--- config.mk ---
export PLATFORM = sky130hd
export DESIGN_NAME = execute_unit
export DESIGN_NICKNAME = d
export VERILOG_FILES = /design/src/rtl/execute_unit.sv
export SDC_FILE = /design/constraint.sdc
export NUM_CORES = 1
export LEC_CHECK = 0
export BUFFER_PORTS_ARGS = -buffer_cell sky130_fd_sc_hd__buf_2
export CORE_UTILIZATION = 23
export CTS_CLUSTER_SIZE = 8
export DETAILED_ROUTE_END_ITERATION = 6
export PLACE_DENSITY = 0.49
export SLEW_MARGIN = 0
export SYNTH_ARGS = -nofsm -noshare
export SYNTH_HDL_FRONTEND = slang
export SYNTH_SLANG_ARGS = --single-unit
--- constraint.sdc ---
create_clock -name clk -period 3.05 [get_ports clk]
set_input_delay 0.61 -clock clk [delete_from_list [all_inputs] [get_ports clk]]
set_output_delay 0.61 -clock clk [all_outputs]
set_load 0.005 [all_outputs]
--- src/rtl/execute_unit.sv ---
// -----------------------------------------------------------------------------
// execute_unit
//   Execute stage: 16-bit ALU, branch resolution and a multi-cycle restoring
//   unsigned divider. A divide holds the decode/execute register through the
//   combinational stall output. Every stalled edge loads a bubble into the
//   output registers.
//
// Ports
//   clk, rst                 clock, asynchronous active-high reset
//   J, B, Mem, Store, Div,   decoded control flags
//   Im, MWE, Mux, RWE
//   Op[3:0]                  ALU op / divide result select (Op[0])
//   DATA_A, DATA_B [15:0]    source operands
//   A_Reg, B_Reg, C_Reg[7:0] destination, source and immediate fields
//   stall                    hold request to the decode/execute register
//   Res_o, Store_Data_o,     registered results and forwarded fields
//   Dest_o, MWE_o, RWE_o,
//   Mux_o, Mem_o,
//   Br_Taken_o, Br_Target_o
//
// Divider FSM
//   state | meaning
//   IDLE  | single-cycle instructions; Div=1 latches operands and stalls
//   BUSY  | one shift-subtract step per cycle, 16 steps, stalled
//   DONE  | quotient/remainder ready, stall released, back to IDLE
// -----------------------------------------------------------------------------
module execute_unit (
    input  logic        clk,
    input  logic        rst,
    input  logic        J,
    input  logic        B,
    input  logic        Mem,
    input  logic        Store,
    input  logic        Div,
    input  logic        Im,
    input  logic        MWE,
    input  logic        Mux,
    input  logic        RWE,
    input  logic [3:0]  Op,
    input  logic [15:0] DATA_A,
    input  logic [15:0] DATA_B,
    input  logic [7:0]  A_Reg,
    input  logic [7:0]  B_Reg,
    input  logic [7:0]  C_Reg,
    output logic        stall,
    output logic [15:0] Res_o,
    output logic [15:0] Store_Data_o,
    output logic [7:0]  Dest_o,
    output logic        MWE_o,
    output logic        RWE_o,
    output logic        Mux_o,
    output logic        Mem_o,
    output logic        Br_Taken_o,
    output logic [15:0] Br_Target_o
);

    localparam logic [1:0] IDLE = 2'd0;
    localparam logic [1:0] BUSY = 2'd1;
    localparam logic [1:0] DONE = 2'd2;

    logic [1:0]  state;
    logic [4:0]  count;
    logic [15:0] quo;
    logic [15:0] rem;
    logic [15:0] dvsr;

    logic [15:0] x;
    logic [15:0] y;
    logic [15:0] alu;
    logic [15:0] result;
    logic [16:0] shifted;
    logic [16:0] diff;
    logic        ge;

    // Store and B_Reg are decoded upstream; nothing in this stage uses them.
    logic unused_ok;
    assign unused_ok = Store ^ (^B_Reg);

    assign x = DATA_A;
    assign y = Im ? {{8{C_Reg[7]}}, C_Reg} : DATA_B;

    always_comb begin
        alu = x;
        case (Op)
            4'd0:    alu = x + y;
            4'd1:    alu = x - y;
            4'd2:    alu = x & y;
            4'd3:    alu = x | y;
            4'd4:    alu = x ^ y;
            4'd5:    alu = ~x;
            4'd6:    alu = x << y[3:0];
            4'd7:    alu = x >> y[3:0];
            4'd8:    alu = $signed(x) >>> y[3:0];
            4'd9:    alu = {15'd0, ($signed(x) < $signed(y))};
            4'd10:   alu = x * y;
            4'd11:   alu = y;
            default: alu = x;
        endcase
    end

    // Restoring step: shift the next dividend bit into the partial remainder
    // and subtract the divisor when it fits. A zero divisor always "fits",
    // which yields quotient FFFF and remainder equal to the dividend.
    assign shifted = {rem, quo[15]};
    assign diff    = shifted - {1'b0, dvsr};
    assign ge      = (shifted >= {1'b0, dvsr});

    assign result = (state == DONE) ? (Op[0] ? rem : quo) : alu;

    // Gated by rst so the hold request drops the moment reset asserts.
    assign stall = !rst && (((state == IDLE) && Div) || (state == BUSY));

    always_ff @(posedge clk or posedge rst) begin
        if (rst) begin
            state <= IDLE;
            count <= 5'd0;
            quo   <= 16'd0;
            rem   <= 16'd0;
            dvsr  <= 16'd0;
        end else begin
            case (state)
                IDLE: begin
                    if (Div) begin
                        quo   <= DATA_A;
                        rem   <= 16'd0;
                        dvsr  <= DATA_B;
                        count <= 5'd0;
                        state <= BUSY;
                    end
                end
                BUSY: begin
                    quo   <= {quo[14:0], ge};
                    rem   <= ge ? diff[15:0] : shifted[15:0];
                    count <= count + 5'd1;
                    if (count == 5'd15) begin
                        state <= DONE;
                    end
                end
                DONE: begin
                    count <= 5'd0;
                    state <= IDLE;
                end
                default: state <= IDLE;
            endcase
        end
    end

    always_ff @(posedge clk or posedge rst) begin
        if (rst) begin
            Res_o        <= 16'd0;
            Store_Data_o <= 16'd0;
            Dest_o       <= 8'd0;
            MWE_o        <= 1'b0;
            RWE_o        <= 1'b0;
            Mux_o        <= 1'b0;
            Mem_o        <= 1'b0;
            Br_Taken_o   <= 1'b0;
            Br_Target_o  <= 16'd0;
        end else if (stall) begin
            MWE_o      <= 1'b0;
            RWE_o      <= 1'b0;
            Br_Taken_o <= 1'b0;
        end else begin
            Res_o        <= result;
            Store_Data_o <= DATA_B;
            Dest_o       <= A_Reg;
            MWE_o        <= MWE;
            RWE_o        <= RWE;
            Mux_o        <= Mux;
            Mem_o        <= Mem;
            Br_Taken_o   <= J | (B & (DATA_A == 16'd0));
            Br_Target_o  <= DATA_B;
        end
    end

endmodule

# == Word level (Yosys, flattened, before mapping) ==
# Cells that the tools add are included.
# totals
input_bits,71
wordCells,75
output_inout_bits,62
ff_bits,100
# op_classes
mul,1
add_sub_neg,4
n_lt_le_gt_ge,2
bitwise_logic,6
eq_ne,16
reduce_logical,13
shifts,3
n_mux,17
# ops
op,count
$pmux 16 s12,1
$mux 16,6
$pmux 16 s2,2
$sub 16x16->16,2
$ge 17x16->1,1
$add 16x16->16,1
$and 16x16->16,1
$eq 4x3->1 const B,4
$eq 4x4->1 const B,4
$logic_not 16->1,1
$lt 16x16->1,1
$mul 16x16->16,1
$not 16->16,1
$or 16x16->16,1
$shl 16x4->16,1
$shr 16x4->16,1
$sshr 16x4->16,1
$xor 16x16->16,1
$pmux 5 s3,1
$eq 4x2->1 const B,2
$reduce_and 2->1,4
$add 5x1->5 const B,1
$eq 5x4->1 const B,1
$mux 5,1
17 further kinds,21

# == Depth between registers and ports, before layout ==
# Gate-level depths: netlist of run 1.
# depth
depth_word,5
depth_mapped,26
mapped_depth_nobuf,24

# == Worst setup path after synthesis of run 1 ==
# Ideal clock, no wire load.
# synth_timing
kind,input-to-reg
start,input Im
end,register Res_o[15]
t_arrival_ns,6.611
required_time_ns,2.916
cell_stages,24
path_slack_ns,-3.695
setup_ns,0.134
path_buffers,4
path_cell_list,buf_6 mux2i_4 buf_2 buf_2 buf_2 nor2_1 fa_1 inv_1 fa_1 inv_1 fa_1 fa_1 inv_1 fa_1 fa_1 xnor2_1 xnor2_1 xnor2_1 xnor2_1 xnor3_1 xnor2_1 mux2i_1 a221oi_1 a31oi_1
# synth_between
elab_chain_len,4
elab_cells_between_ends,12
classes_between,add/sub (2); mul (1); shift (3); mux (3); bitwise (3)
# synth_lines
element,line_no,source
from (decl),35,"input logic Im,"
$mux 16 (*),80,"assign y = Im ? {{8{C_Reg[7]}}, C_Reg} : DATA_B;"
$mul 16x16->16 (tied with other cells),95,4'd10: alu = x * y;
$pmux 16 s12 (*),84,case (Op)
$mux 16 (*),108,assign result = (state == DONE) ? (Op[0] ? rem : quo) : alu;
to (signal assigned),164,Res_o <= result;
to (decl),46,"output logic [15:0] Res_o,"
# Mark *: on every way between the ends. The rest lies on a longest branch, timed or not.
# A chain may end at the register's enable or synchronous reset.

# == Worst setup path in the final report of run 1 ==
# layout_timing
start,input Im
end,register Res_o[13]
# The elaborated chain is that of the path after synthesis.

==> results_dict.tcl, run 1 <==
set metrics [dict create \
    syn_area_per_cell_um2 7.99 \
    synth_top_area_cell "dfrtp_1" \
    place_hpwl_um 53000 \
    synth-edff-count 0 \
    dp_worst_setup_slack_ns -3.46 \
    crit_slowest_cell "fa_1" \
    die_h_um 245 \
    synth_top_area_share_pct 18.5 \
    drtAntennaViolNets 0 \
    initial_utilization_pct 23.4 \
    required_ns 3.34 \
    cts_tree "yes" \
    yosys.area_share.simple_pct 17.7 \
    crit_path_frequent_cell "fa_1" \
    setup.worst_path.start_class "input port" \
    placementRows 88 \
    hold_path.class "input port to asynchronous set/reset pin" \
    drt_pass1_iterations 7 \
    leakagePower_uw 0.00894 \
    cts_made_buffers 9 \
    ir_drop_mv 0.655 \
    synth_cell_types 83 \
    critPathMaxFanout 5 \
    ys.flop_type "dfrtp_1" \
    antenna_found_initial 0 \
    max_stage_delay_ns 0.56 \
    tightest_slew_ns 1.00 \
    cts_max_path_buffers 2 \
    dieWidth_um 245 \
    grt_usage_pct 21.6 \
    fin_ws_ns -2.76 \
    crit_type "input port to flop" \
    grt_pass1_wl_um 97100 \
    grt-ovfl-total 0 \
    wl_um 64700 \
    path_cells "buf_12 > buf_6 > mux2i_4 > buf_6 > nor2_1 > fa_1 > inv_1 > fa_1 > fa_1 > fa_1 > inv_1 > fa_1 > inv_1 > fa_1 > inv_2 > ha_4 > a21oi_4 > nor2b_2 > o31a_1 > buf_4 > buf_6 > o311a_4 > o21a_1 > o221ai_2" \
    cap_violations 0 \
    grt_pass1_vias 14700 \
    htree_levels 3 \
    drv_slew 0 \
    antennaDiodeCount 0 \
    seq_area_frac_synth_pct 18.5 \
    layout.nets 2403 \
    drt_iter0_markers 1129 \
    async_flop_share_pct 100 \
    p_per_area_mw_per_mm2 912 \
    synth_top_family_by_area "adder cells" \
    worst-path-buf-inv 9 \
    cts_sinks 100 \
    fp.dieArea_mm2 0.0598 \
    finalWeightedCongestion 0.981 \
    cts_hold_repair.buffers 0 \
    violations "DRC, setup timing" \
    min_period_ns 5.81 \
    clk_latency_ns 0.37 \
    fmax_mhz 172 \
    synth-compound-area-share_pct 20.4 \
    crit_family "adder cells" \
    finalSetupViolations 15 \
    mappedNetlistArea_mm2 0.0135 \
    core_mm2 0.0579 \
    clk_pin_slew_ns 0.08 \
    synthMuxAreaShare_pct 7.55 \
    routedWlPerCell_um 22.3 \
    drive_gt1_share_pct 35.2 \
    fill_cells 6132 \
    status "complete, but fails checks" \
    grt_max_degree 81 \
    synthAdderAreaFrac_pct 23.1 \
    worst_setup_path_end_kind "flop" \
    area_growth_syn_to_layout_pct 41.9 \
    io_pins 133 \
    synth_area_leaders "dfrtp_1 18%, fa_1 12%, ha_1 11%" \
    critPathArrivalTime_ns 6.10 \
    dp.cells 2864 \
    hold_viol 0 \
    numPortBuffers 123 \
    routed-via-count 14300 \
    clock-root-buffer "clkbuf_16" \
    rsz0062_at_grt "true" \
    slew_headroom_pct 32.8 \
    yosys_warnings 0 \
    synth_seq_cells 100 \
    fin_cells 2901 \
    drc 2 \
    synth_fp_nets 1965 \
    syn_inst 1693 \
    vias_per_cell 4.95 \
    synth_xor_xnor_area_share_pct 3.43 \
    finalClockSkew_ns 0.0130 \
    fin_crit_sh_pct 191 \
]
==> registers in the layout, summed over array words and instances, names as in the netlist <==
register,cells
Br_Taken_o,1
state,2
MWE_o,1
Mux_o,1
Br_Target_o,16
count,5
Mem_o,1
quo,16
dvsr,16
Res_o,16
Dest_o,8
RWE_o,1
rem,16
==> per-layer routing <==
| metal | share of wire (%) | wire length [um] | global-route usage [%] | vias up |
|---|---|---|---|---|
| met5 | 0 | 0 | 0 | - |
| met4 | 4.1 | 2680 | 8.38 | 0 |
| met3 | 5.3 | 3430 | 2.49 | 81 |
| met2 | 45 | 29200 | 34.5 | 465 |
| met1 | 45 | 29400 | 29.7 | 7102 |
| li1 | - | - | - | 6699 |
==> stage by stage <==
step	total power (uW)	hold WS [ns]	setup TNS (ns)	area, um2	utilization (%)
detailed placement	14500	0.453	-39.61	17900	30.9
global placement	14300	0.444	-38.88	17900	30.9
floorplan	9450	0.463	-29.07	13800	-
finish	17500	0.318	-28.63	19200	33.1
global route	18800	0.343	-30.75	19200	33.1
CTS	16800	0.325	-28.44	18900	32.7
==> layout by cell type, fill, tap and decap left out, types with 27 or more instances in the layout <==
| master | instances |
|---|---|
| buf_2 | 122 |
| fa_1 | 73 |
| nor2_1 | 158 |
| mux2i_1 | 36 |
| buf_4 | 382 |
| buf_6 | 27 |
| nand2_1 | 229 |
| ha_1 | 88 |
| dfrtp_1 | 100 |
| a21oi_1 | 90 |
| nor3_1 | 31 |
| inv_1 | 161 |
| o21ai_0 | 99 |
| xnor2_1 | 28 |
==> worst paths after layout <==
kind | slack, ns | cells after the start | start | endpoint
setup / recovery | -2.76 | 24 | Im | Res_o[13]
hold / removal | 0.32 | 2 | rst | dvsr[5]
setup reg to reg | 0.19 | 10 | rem[4] | rem[9]
hold reg to reg | 0.46 | 2 | Dest_o[5] | Dest_o[5]
max in group asynchronous | 1.90 | 3 | rst | RWE_o
min in group clk | 0.45 | 3 | A_Reg[3] | Dest_o[3]
==> synth_stat cells, types with 15 or more instances <==
library cell,n
nand2_1,238
inv_1,179
nor2_1,165
ha_1,119
o21ai_0,109
a21oi_1,105
dfrtp_1,100
fa_1,82
clkbuf_1,78
mux2i_1,38
nor3_1,34
xnor2_1,34
nor2b_1,28
buf_4,17
o22ai_1,16
a211oi_1,15
nand2b_1,15
o221ai_1,15
==> power breakdown <==
part           switching [uW]  internal [uW]
clock network             564            809
registers                 499           1900
logic                    7300           6430
==> cell families after synthesis <==
family,Yosys count
simple gates,548
compound gates,419
buf+inv,306
fa+ha+maj,201
flops,100
mux,71
xor+xnor,48
==> layout make-up <==
class	instances	area, um2	share of cell area (%)
Multi-Input combinational cell	1287	10700	55.5
Inverter	192	739	3.85
Timing Repair Buffer	541	4000	20.8
Clock buffer	9	225	1.17
Tap cell	765	957	4.99
Sequential cell	100	2500	13.0
Clock inverter	7	123	0.639
==> repair_timing <==
action / 4_1_cts / 5_1_grt
setup buffers: 21 / 10
cloned: 1 / 0
pin swaps: 73 / 38
setup endpoints to repair: 16 / 17
gates resized for setup: 123 / 49
(Power assumes the default switching activity.)
==> run 2, diff against run 1 <==
SETUP_SLACK_MARGIN = 0.5   (was unset)
==> results_dict.tcl, run 2 (synthesized netlist as in run 1, its figures left out) <==
set metrics [dict create \
    status "complete, but fails checks" \
    violations "setup timing" \
    drt_pass1_iterations 5 \
    regArea_mm2 0.00251 \
    critPathMaxFanout 8 \
    tightest_slew_ns 0.861 \
    fill_cells 6080 \
    layout_commonest_cell "buf_4" \
    worst_setup_path_end_kind "flop" \
    clk_latency_ns 0.37 \
    grt_max_degree 62 \
    clk_pin_slew_ns 0.07 \
    setup.worst_path.start_class "input port" \
    wl_um 66500 \
    crit_type "input port to flop" \
    reg2reg_from "rem[0]" \
    drtAntennaViolNets 0 \
    hold_path.class "input port to asynchronous set/reset pin" \
    area_growth_syn_to_layout_pct 47.8 \
    antenna_found_initial 0 \
    finalClockSkew_ns 0.0208 \
    cts_made_buffers 9 \
    min_period_ns 5.97 \
    drc 0 \
    cp-startpoint "Im" \
    io_pins 133 \
    finalWeightedCongestion 1.02 \
    critPathArrivalTime_ns 6.25 \
    place_hpwl_um 52900 \
    routedWlPerCell_um 22.7 \
    fin_crit_sh_pct 196 \
    cap_violations 0 \
    cts_max_path_buffers 2 \
    rsz0062_at_grt "true" \
    mostFrequentLayoutCells "380 x buf_4, 230 x nand2_1, 143 x inv_1" \
    layout.nets 2428 \
    postLayoutCoreUtil_pct 34.5 \
    dp_worst_setup_slack_ns -3.47 \
    hold_viol 0 \
    clock-root-buffer "clkbuf_16" \
    postLayoutCellArea_mm2 0.0200 \
    drv_slew 0 \
    placementRows 88 \
    grt-ovfl-total 0 \
    initial_utilization_pct 23.4 \
    fin_ws_ns -2.92 \
    vias_per_cell 5.03 \
    tns_ns -30.61 \
    routed-via-count 14700 \
    cts_tree "yes" \
    ir_drop_mv 0.799 \
    cts_hold_repair.buffers 0 \
    htree_levels 3 \
    die_h_um 245 \
    grt_pass1_wl_um 97200 \
    drive_gt1_share_pct 39.6 \
    fmax_mhz 168 \
    cts_sinks 100 \
    dieWidth_um 245 \
    slew_headroom_pct 42.2 \
    finalSetupViolations 15 \
    multi_input_area_mm2 0.0111 \
    core_mm2 0.0579 \
    fp.dieArea_mm2 0.0598 \
    required_ns 3.33 \
    p_per_area_mw_per_mm2 971 \
    grt_usage_pct 21.7 \
    grt_pass1_vias 14800 \
    antennaDiodeCount 0 \
    drt_iter0_markers 1075 \
    numPortBuffers 123 \
    leakagePower_uw 0.00917 \
    placed_cell_area_mm2 0.0178 \
]
run 2: cell count changes in the layout (fill, tap and decap cells not counted), sizes merged:
| cell | change |
|---|---|
| buf | +25 |
| bufinv | -2 |
| clkbuf | +2 |
| clkinv | +3 |
| clkinvlp | -1 |
| inv | -2 |
run 2: repair_timing:
action,4_1_cts,5_1_grt
buffers inserted,37,24
setup endpoints to repair,33,33
resized for setup,175,135
pin swaps,61,88
gates cloned,3,0
run 2: per-stage QoR:
| stage | power, uW | std cells | hold WS [ns] |
|---|---|---|---|
| after floorplan | 9510 | 1693 | 0.463 |
| after global placement | 14300 | 2846 | 0.447 |
| after detailed placement | 14500 | 2846 | 0.456 |
| after CTS | 17700 | 2902 | 0.262 |
| after global routing | 20700 | 2926 | 0.275 |
| final | 19400 | 2926 | 0.264 |
run 2: worst paths after layout:
| check | slack [ns] | cells after the start | end |
|---|---|---|---|
| max in group asynchronous | 2.12 | 3 | rem[13] |
| setup reg to reg | 0.42 | 11 | rem[9] |
| hold reg to reg | 0.47 | 2 | Dest_o[2] |
| setup / recovery | -2.92 | 27 | Res_o[13] |
| hold / removal | 0.26 | 2 | rem[6] |
| min in group clk | 0.45 | 3 | Mux_o |
run 2: worst max-delay path: stages:
cell and delay, ns:
buf_6 0.10, buf_12 0.14, buf_8 0.13, mux2_4 0.33, buf_4 0.16, buf_4 0.13
nand2_1 0.08, fa_1 0.49, inv_1 0.10, ha_1 0.16, inv_1 0.07, fa_2 0.38
fa_1 0.48, inv_1 0.05, fa_1 0.54, inv_2 0.04, fa_1 0.49, inv_2 0.07
ha_4 0.24, a21oi_4 0.15, nor2b_1 0.07, o31a_1 0.31, buf_4 0.14, buf_4 0.12
o311a_4 0.38, o21a_1 0.14, o221ai_2 0.12
run 2: report_power, final:
group          total, uW  switching, uW  internal [uW]
Clock               1230            546            683
Combinational      15800           8060           7740
Sequential          2400            489           1910
run 2: cell type report:
cell class / count / area share [%]
Multi-Input combinational cell: 1287 / 55.4
Clock buffer: 11 / 1.26
Inverter: 192 / 3.73
Tap cell: 765 / 4.79
Sequential cell: 100 / 12.5
Clock inverter: 5 / 0.300
Timing Repair Buffer: 566 / 21.9
run 2: metal layers:
| metal | track usage, % | routed length (um) |
|---|---|---|
| met5 | 0 | 0 |
| met4 | 7.41 | 2530 |
| met3 | 2.35 | 3680 |
| met2 | 34.7 | 30300 |
| met1 | 30.3 | 29900 |
==> run 3, diff against run 2 <==
REMOVE_ABC_BUFFERS = 1   (was unset)
==> results_dict.tcl, run 3 (synthesized netlist as in run 1, its figures left out) <==
set metrics [dict create \
    critPathMaxFanout 5 \
    drt_pass1_iterations 6 \
    ir_drop_mv 1.02 \
    setup.worst_path.start_class "input port" \
    fmax_mhz 166 \
    io_pins 133 \
    critPathArrivalTime_ns 6.28 \
    routedWlPerCell_um 21.9 \
    layout_commonest_cell "buf_4" \
    violations "setup timing" \
    status "complete, but fails checks" \
    clk_latency_ns 0.37 \
    wl_um 63500 \
    min_period_ns 6.04 \
    crit_type "input port to flop" \
    grt_usage_pct 20.7 \
    drc 0 \
    fin_crit_sh_pct 198 \
    cts_max_path_buffers 2 \
    hold_viol 0 \
    routed-via-count 14800 \
    fp.dieArea_mm2 0.0598 \
    grt_busiest_layer "met2" \
    grt-ovfl-total 0 \
    crit_family "adder cells" \
    dieWidth_um 245 \
    antenna_found_initial 1 \
    worst_setup_path_end_kind "flop" \
    crit_path_frequent_cell "fa_1" \
    drt_iter0_markers 1668 \
    cap_violations 0 \
    mostFrequentLayoutCells "353 x buf_4, 231 x nand2_1, 151 x inv_1" \
    max_stage_delay_ns 0.59 \
    cts_tree "yes" \
    use_met3_pct 3.48 \
    vias_per_cell 5.12 \
    grt_pass1_wl_um 93300 \
    finalWeightedCongestion 0.977 \
    slew_headroom_pct 44.4 \
    antennaDiodeCount 0 \
    required_ns 3.29 \
    area_growth_syn_to_layout_pct 45.6 \
    drtAntennaViolNets 0 \
    fill_cells 6111 \
    cts_made_buffers 9 \
    layout.nets 2400 \
    p_per_area_mw_per_mm2 967 \
    numPortBuffers 123 \
    clk_pin_slew_ns 0.08 \
    grt_max_degree 44 \
    worst-path-buf-inv 7 \
    cts_sinks 100 \
    drv_slew 0 \
    grt_use_met1_pct 29.0 \
    clock-root-buffer "clkbuf_16" \
    path_cells "buf_12 > buf_12 > buf_16 > mux2i_4 > inv_2 > nand2_2 > fa_1 > fa_1 > fa_1 > fa_1 > inv_2 > fa_1 > inv_1 > fa_1 > inv_2 > ha_4 > a21oi_4 > nor2b_2 > o31a_1 > o21ai_1 > nand2b_1 > mux2i_1 > a221oi_2 > a31oi_1" \
    tightest_slew_ns 0.831 \
    leakagePower_uw 0.00904 \
    core_mm2 0.0579 \
    htree_levels 3 \
    postLayoutCoreUtil_pct 34.0 \
    die_h_um 245 \
    placementRows 88 \
    initial_utilization_pct 23.4 \
    drive_gt1_share_pct 37.5 \
    finalClockSkew_ns 0.0130 \
    use_met2_pct 32.1 \
    finalSetupViolations 16 \
    fin_ws_ns -2.99 \
    crit_slowest_cell "fa_1" \
    grt_pass1_vias 14400 \
    tns_ns -32.21 \
    rsz0062_at_grt "true" \
    hold_path.class "input port to asynchronous set/reset pin" \
    place_hpwl_um 50100 \
]
[run 3: routing by layer]
| metal | part of all wire, % | routed length, um |
|---|---|---|
| met4 | 3.4 | 2170 |
| met3 | 8.0 | 5090 |
| met2 | 45 | 28400 |
| met1 | 44 | 27800 |
| met5 | 0 | 0 |
[run 3: final timing paths]
check	slack, ns	from	cells past startpoint	to
max in group asynchronous	2.00	rst	3	rem[2]
min in group clk	0.44	A_Reg[6]	3	Dest_o[6]
min	0.26	rst	2	count[4]
max	-2.99	Im	24	Res_o[15]
max reg2reg	0.37	dvsr[5]	12	rem[4]
min reg2reg	0.47	Dest_o[1]	2	Dest_o[1]
[run 3: metrics by stage]
stage | total power (uW) | instances | cell area, um2 | setup slack [ns] | hold slack, ns
6_report | 19000 | 2898 | 19700 | -2.99 | 0.262
5_1_grt | 20400 | 2898 | 19700 | -3.14 | 0.284
4_1_cts | 16800 | 2875 | 19000 | -2.92 | 0.260
3_5_place_dp | 13500 | 2798 | 17200 | -3.64 | 0.453
3_3_place_gp | 13300 | 2798 | 17200 | -3.61 | 0.443
2_1_floorplan | 8820 | 1579 | 13000 | -4.10 | 0.463
[run 3: worst register-to-register path: stages (launching register included)]
cell and delay, ns:
dfrtp_1 0.38, inv_2 0.08, ha_4 0.21, o21a_1 0.20, nor2_4 0.12, o31ai_1 0.09
a211o_1 0.30, a311o_1 0.40, a21oi_4 0.20, buf_6 0.13, buf_12 0.14, mux2i_2 0.23
o21ai_1 0.07
[run 3: layout make-up]
cell class | count | area (um2) | share of cell area (%)
inverter | 192 | 736 | 3.74
timing repair buffer | 538 | 4230 | 21.5
clock buffer | 9 | 225 | 1.14
tap | 765 | 957 | 4.86
clock inverter | 7 | 87.6 | 0.445
sequential | 100 | 2510 | 12.7
multi-input combinational | 1287 | 10900 | 55.6
[run 3: report_power, final]
part	total, uW	switching, uW	internal, uW
combinational	15400	7830	7570
sequential	2390	486	1910
clock	1260	597	661
total	19000	8910	10100
[run 3: repair_timing]
action,CTS,global route
buffers inserted,57,22
hold buffers,0,0
cloned,4,1
resized for setup,194,136
pin swaps,88,73
endpoints found under the setup margin,34,32
